### src/rtl/gf_poly_eval.sv
// Purpose : evaluates p(x) = sum c[i]*x^i over GF(2^8) (poly 0x11D) by Horner's rule, reading coefficients from an external memory.
// Latency : done pulses 3*N_COEF-1 cycles after the accepted start; each Horner step takes MUL, WAIT, WAIT.
// Backpres: none; start is accepted only in IDLE and is ignored while busy (no queuing).

// GF(2^8) multiplier, reduction polynomial x^8+x^4+x^3+x^2+1.
// Latency REG_IN+REG_OUT cycles from start to done/product.
// No backpressure; one operation may be issued per cycle.
module gf_mul8 #(
   parameter bit REG_IN  = 1'b1,
   parameter bit REG_OUT = 1'b1
) (
   input  logic       clk,
   input  logic       rst,
   input  logic       start,
   input  logic [7:0] a,
   input  logic [7:0] b,
   output logic [7:0] product,
   output logic       done
);

   logic [7:0] a_s, b_s, prod_c;
   logic       vld_s;

   // Carry-less 8x8 product followed by folding bits 14..8 back with 0x11D.
   function automatic logic [7:0] gf_mult(input logic [7:0] x, input logic [7:0] y);
      logic [14:0] p;
      p = '0;
      for (int i = 0; i < 8; i++) begin
         if (y[i]) p = p ^ (15'(x) << i);
      end
      for (int i = 14; i >= 8; i--) begin
         if (p[i]) p = p ^ (15'h11D << (i - 8));
      end
      return p[7:0];
   endfunction

   if (REG_IN) begin : g_in_reg
      // Operand capture stage.
      always_ff @(posedge clk) begin
         if (rst) begin
            a_s   <= '0;
            b_s   <= '0;
            vld_s <= 1'b0;
         end else begin
            a_s   <= a;
            b_s   <= b;
            vld_s <= start;
         end
      end
   end else begin : g_in_comb
      assign a_s   = a;
      assign b_s   = b;
      assign vld_s = start;
   end

   assign prod_c = gf_mult(a_s, b_s);

   if (REG_OUT) begin : g_out_reg
      // Result register stage.
      always_ff @(posedge clk) begin
         if (rst) begin
            product <= '0;
            done    <= 1'b0;
         end else begin
            product <= prod_c;
            done    <= vld_s;
         end
      end
   end else begin : g_out_comb
      assign product = prod_c;
      assign done    = vld_s;
   end

endmodule

module gf_poly_eval #(
   parameter int N_COEF = 16,
   parameter int ADDR_W = 4
) (
   input  logic              clk,
   input  logic              rst,
   input  logic              start,
   input  logic [7:0]        x_in,
   output logic              coef_rd_en,
   output logic [ADDR_W-1:0] coef_addr,
   input  logic [7:0]        coef_data,
   output logic [7:0]        result,
   output logic              done,
   output logic              busy
);

   localparam logic [ADDR_W-1:0] LAST_ADDR = ADDR_W'(N_COEF - 1);
   localparam logic [ADDR_W-1:0] IDX_START = (N_COEF > 1) ? ADDR_W'(N_COEF - 2) : '0;

   typedef enum logic [2:0] {IDLE, FETCH, MUL, WAIT, DONE} state_t;

   state_t            state;
   logic [7:0]        x_reg, acc, coef_reg, mul_product, horner_next;
   logic [ADDR_W-1:0] idx, addr_q;
   logic              first_wait, mul_start, mul_done;

   assign mul_start   = (state == MUL);
   assign horner_next = mul_product ^ coef_reg;

   gf_mul8 #(.REG_IN(1'b1), .REG_OUT(1'b1)) u_mul (
      .clk     (clk),
      .rst     (rst),
      .start   (mul_start),
      .a       (acc),
      .b       (x_reg),
      .product (mul_product),
      .done    (mul_done)
   );

   // Read strobe is decoded in the issuing cycle so the memory's one-cycle data
   // arrives exactly in FETCH / first WAIT; the address holds its last value otherwise.
   always_comb begin
      coef_rd_en = 1'b0;
      coef_addr  = addr_q;
      if (!rst) begin
         if (state == IDLE && start) begin
            coef_rd_en = 1'b1;
            coef_addr  = LAST_ADDR;
         end else if (state == MUL) begin
            coef_rd_en = 1'b1;
            coef_addr  = idx;
         end
      end
   end

   // Horner sequencer; result and done are loaded on the transition into DONE
   // so both are valid during the DONE cycle itself.
   always_ff @(posedge clk) begin
      if (rst) begin
         state      <= IDLE;
         x_reg      <= '0;
         acc        <= '0;
         coef_reg   <= '0;
         idx        <= '0;
         addr_q     <= '0;
         first_wait <= 1'b0;
         result     <= '0;
         done       <= 1'b0;
         busy       <= 1'b0;
      end else begin
         done   <= 1'b0;
         addr_q <= coef_addr;
         case (state)
            IDLE: begin
               if (start) begin
                  x_reg <= x_in;
                  busy  <= 1'b1;
                  state <= FETCH;
               end
            end
            FETCH: begin
               acc <= coef_data;
               idx <= IDX_START;
               if (N_COEF == 1) begin
                  result <= coef_data;
                  done   <= 1'b1;
                  state  <= DONE;
               end else begin
                  state <= MUL;
               end
            end
            MUL: begin
               first_wait <= 1'b1;
               state      <= WAIT;
            end
            WAIT: begin
               first_wait <= 1'b0;
               if (first_wait) coef_reg <= coef_data;
               if (mul_done) begin
                  acc <= horner_next;
                  if (idx == '0) begin
                     result <= horner_next;
                     done   <= 1'b1;
                     state  <= DONE;
                  end else begin
                     idx   <= idx - ADDR_W'(1);
                     state <= MUL;
                  end
               end
            end
            DONE: begin
               busy  <= 1'b0;
               state <= IDLE;
            end
            default: state <= IDLE;
         endcase
      end
   end

endmodule

### config.mk
export PLATFORM = sky130hd
export DESIGN_NAME = gf_poly_eval
export DESIGN_NICKNAME = d
export VERILOG_FILES = /design/src/rtl/gf_poly_eval.sv
export SDC_FILE = /design/constraint.sdc
export NUM_CORES = 1
export LEC_CHECK = 0
export ABC_AREA = 1
export BUFFER_PORTS_ARGS = -buffer_cell sky130_fd_sc_hd__buf_2
export CAP_MARGIN = 20
export CORE_MARGIN = 8
export CORE_UTILIZATION = 40
export DETAILED_ROUTE_END_ITERATION = 6
export SLEW_MARGIN = 15
export SYNTH_ARGS = -nofsm -noshare
export SYNTH_HDL_FRONTEND = slang
export SYNTH_SLANG_ARGS = --single-unit
### constraint.sdc
create_clock -name clk -period 4.3 [get_ports clk]
set_clock_uncertainty 0.15 [all_clocks]
set_input_delay 0.645 -clock clk [delete_from_list [all_inputs] [get_ports clk]]
set_output_delay 0.645 -clock clk [all_outputs]
set_load 0.1 [all_outputs]
==> impl_metrics.env <==
export IMPL_grtUsageTotal_pct=13.7
export IMPL_fp_coreArea_sq_mm=0.00968
export IMPL_synth_commonest_cells="169 x nand2_1, 72 x dfxtp_1, 57 x inv_1"
export IMPL_cts_inserted_buffers=9
export IMPL_max_freq_ghz=0.320
export IMPL_placed_cells=709
export IMPL_seq_area_frac_synth_pct=36.4
export IMPL_crit_type="flop to output pin"
export IMPL_yosys_cell_types_count=30
export IMPL_synth_top_family_by_area="simple AND/OR/NAND/NOR gates"
export IMPL_max_slew_margin_pct=40.8
export IMPL_yosys_area_share_simple_pct=29.6
export IMPL_worst_pin_slew_ps=887
export IMPL_place_ws_ps=1220
export IMPL_num_antenna_cells=0
export IMPL_fin_tns_setup_ps=0
export IMPL_die_w_um=116
export IMPL_viasPerCell=4.78
export IMPL_cts_setup_buffers=0
export IMPL_ys_top_cells_by_area="dfxtp_1 36%, nand2_1 16%, xor2_1 7.1%"
export IMPL_worstReg2RegEnd="u_mul.product[4]"
export IMPL_reg2reg_setup_slack_ps=2120
export IMPL_peakVddDrop_mv=0.230
export IMPL_die_y_um=116
export IMPL_boundaryPins=34
export IMPL_gp_congestion=0.805
export IMPL_dieArea_sq_mm=0.0133
export IMPL_worstSetupEndpointType="output pin"
export IMPL_synth_avg_cell_area_sq_um=6.89
export IMPL_synth_compound_area_share_pct=9.88
export IMPL_hold_end="u_mul.done"
export IMPL_p_total_mw=1.57
export IMPL_finalWirelength_um=8610
export IMPL_syn_area_sq_mm=0.00396
export IMPL_p_leak_nw=1.97
export IMPL_drc=0
export IMPL_synth_edf_count=0
export IMPL_cp_arrival_ps=2330
export IMPL_rsz0062_at_grt="false"
export IMPL_seqCellArea_sq_mm=0.00144
export IMPL_synth_async_reset_ratio_pct=0
export IMPL_yosysTopAreaCellShare_pct=36.4
export IMPL_synth_adder_area_share_pct=0.316
export IMPL_area_growth_pct=9.54
export IMPL_cts_buffer_depth=2
export IMPL_clk_latency_ps=340
export IMPL_cts_hold_buf=0
export IMPL_hp_start="u_mul.vld_s"
export IMPL_clk_pin_slew_ps=80
export IMPL_grt_pass1_vias=3250
export IMPL_drtPass1Iterations=4
export IMPL_syn_inst=575
export IMPL_grt_max_degree=48
export IMPL_hp_class="flop to flop"
export IMPL_synth_most_common_cell="nand2_1"
export IMPL_clock_sinks=72
export IMPL_r2r_start="u_mul.a_s[7]"
export IMPL_numPortBuffers=33
export IMPL_synth_seq_cells=72
export IMPL_required_ps=3500
export IMPL_final_antenna_net_count=0
export IMPL_finalNonFillerCells=725
export IMPL_setup_ws_ps=1180
export IMPL_multi_input_area_sq_mm=0.00212
export IMPL_rows=36
export IMPL_reg2reg_depth=9
export IMPL_cts_tree="built"
export IMPL_path_max_fanout=20
export IMPL_crit_path_start_kind="flop"
export IMPL_synth_xor_area_share_pct=13.7
export IMPL_grt_overflow=0
export IMPL_fin_crit_sh_pct=72.6
export IMPL_fin_crit_ps=3120
export IMPL_wl_per_cell_um=11.9
export IMPL_grt_first_pass_wirelength_um=14800
export IMPL_dp_hpwl_um=6360
export IMPL_initial_core_util_pct=40.9
export IMPL_synthMuxAreaShare_pct=0
export IMPL_drv_slew=0
export IMPL_via_count=3469
export IMPL_htreeDepth=3
export IMPL_drive_gt1_share_pct=11.8
export IMPL_drtIter0Drc=139
export IMPL_hold_violations=0
export IMPL_setup_viol=0
export IMPL_status="finished clean"
export IMPL_fill_cells=1015
export IMPL_synth_warnings=0
export IMPL_synth_main_ff_cell="dfxtp_1"
export IMPL_cts_root_buf="clkbuf_8"
export IMPL_yosys_area_top_type="dfxtp_1"
export IMPL_whs_ps=267
export IMPL_hold_depth=2
export IMPL_max_cap_violations=0
export IMPL_ctsResizeCount=0
export IMPL_p_per_area_mw_per_mm2=362
export IMPL_nets=607
export IMPL_antenna_found_initial=0
export IMPL_synth_nets=595
==> power by group <==
| group | internal [mW] | switching, mW |
|---|---|---|
| Sequential | 0.716 | 0.0496 |
| Clock | 0.285 | 0.249 |
| Combinational | 0.0782 | 0.194 |
| Total | 1.08 | 0.493 |
==> cell type report <==
type,instances,area share [%]
Multi-Input combinational cell,408,48.8
Sequential cell,72,33.2
Inverter,61,5.28
Timing Repair Buffer,35,4.15
Tap cell,133,3.83
Clock buffer,10,3.17
Clock inverter,6,1.56
==> critical path: stages (launching register included) <==
cell and delay (ps):
dfxtp_1 340, nor3_1 340, nand2_1 460, o211ai_1 230, nand2_1 100, nand2_1 90
buf_2 420
==> stage by stage <==
| stage | utilization, % | area (sq um) |
|---|---|---|
| after floorplan | - | 3960 |
| after global placement | 42.7 | 4140 |
| after detailed placement | 42.7 | 4140 |
| after CTS | 44.8 | 4340 |
| after global routing | 44.8 | 4340 |
| final | 44.8 | 4340 |
==> metal layers <==
| metal | track usage, % | part of all wire (%) | wire length (um) |
|---|---|---|---|
| met1 | 16.8 | 47 | 4060 |
| met2 | 22.8 | 48 | 4150 |
| met3 | 4.01 | 4.0 | 340 |
| met4 | 3.42 | 0.62 | 53 |
| met5 | 0 | 0 | 0 |
==> worst max path at each step <==
stage / slack [ps] / to / from
after global placement: 1240 / coef_addr[2] / rst
after global routing: 980 / coef_addr[3] / state[2]
after CTS: 1160 / coef_addr[3] / state[2]
final: 1180 / coef_addr[3] / state[2]
after floorplan: 540 / coef_rd_en / rst
after detailed placement: 1220 / coef_addr[2] / rst
==> cell usage in the layout (no fill, tap or decap) <==
cell	n
nand2_1	169
dfxtp_1	72
inv_1	57
nor2_1	48
nand3_1	38
buf_2	33
xor2_1	32
o21ai_0	28
xnor2_1	20
a21oi_1	18
nor3_1	12
clkbuf_8	10
nand2_2	9
a211oi_1	8
a31oi_1	8
o211ai_1	5
inv_2	4
nand2_4	2
nand3b_1	2
xnor2_4	2
clkinvlp_4	2
buf_4	2
xor2_2	1
xnor2_2	1
o21ai_1	1
and2_1	1
a221oi_1	1
or2_1	1
ha_1	1
bufinv_16	1
inv_6	1
clkinv_4	1
clkinv_2	1
==> cell families (layout without fill, tap and decap cells) <==
family                   Yosys count  in the layout
adder cells (fa/ha/maj)            1              1
buffers and inverters             95            112
XOR/XNOR                          56             56
flip-flops                        72             72
AND/OR/NAND/NOR                  282            282
AO/OA/AOI/OAI                     69             69
Note: power is estimated with default switching activity, not from simulation.
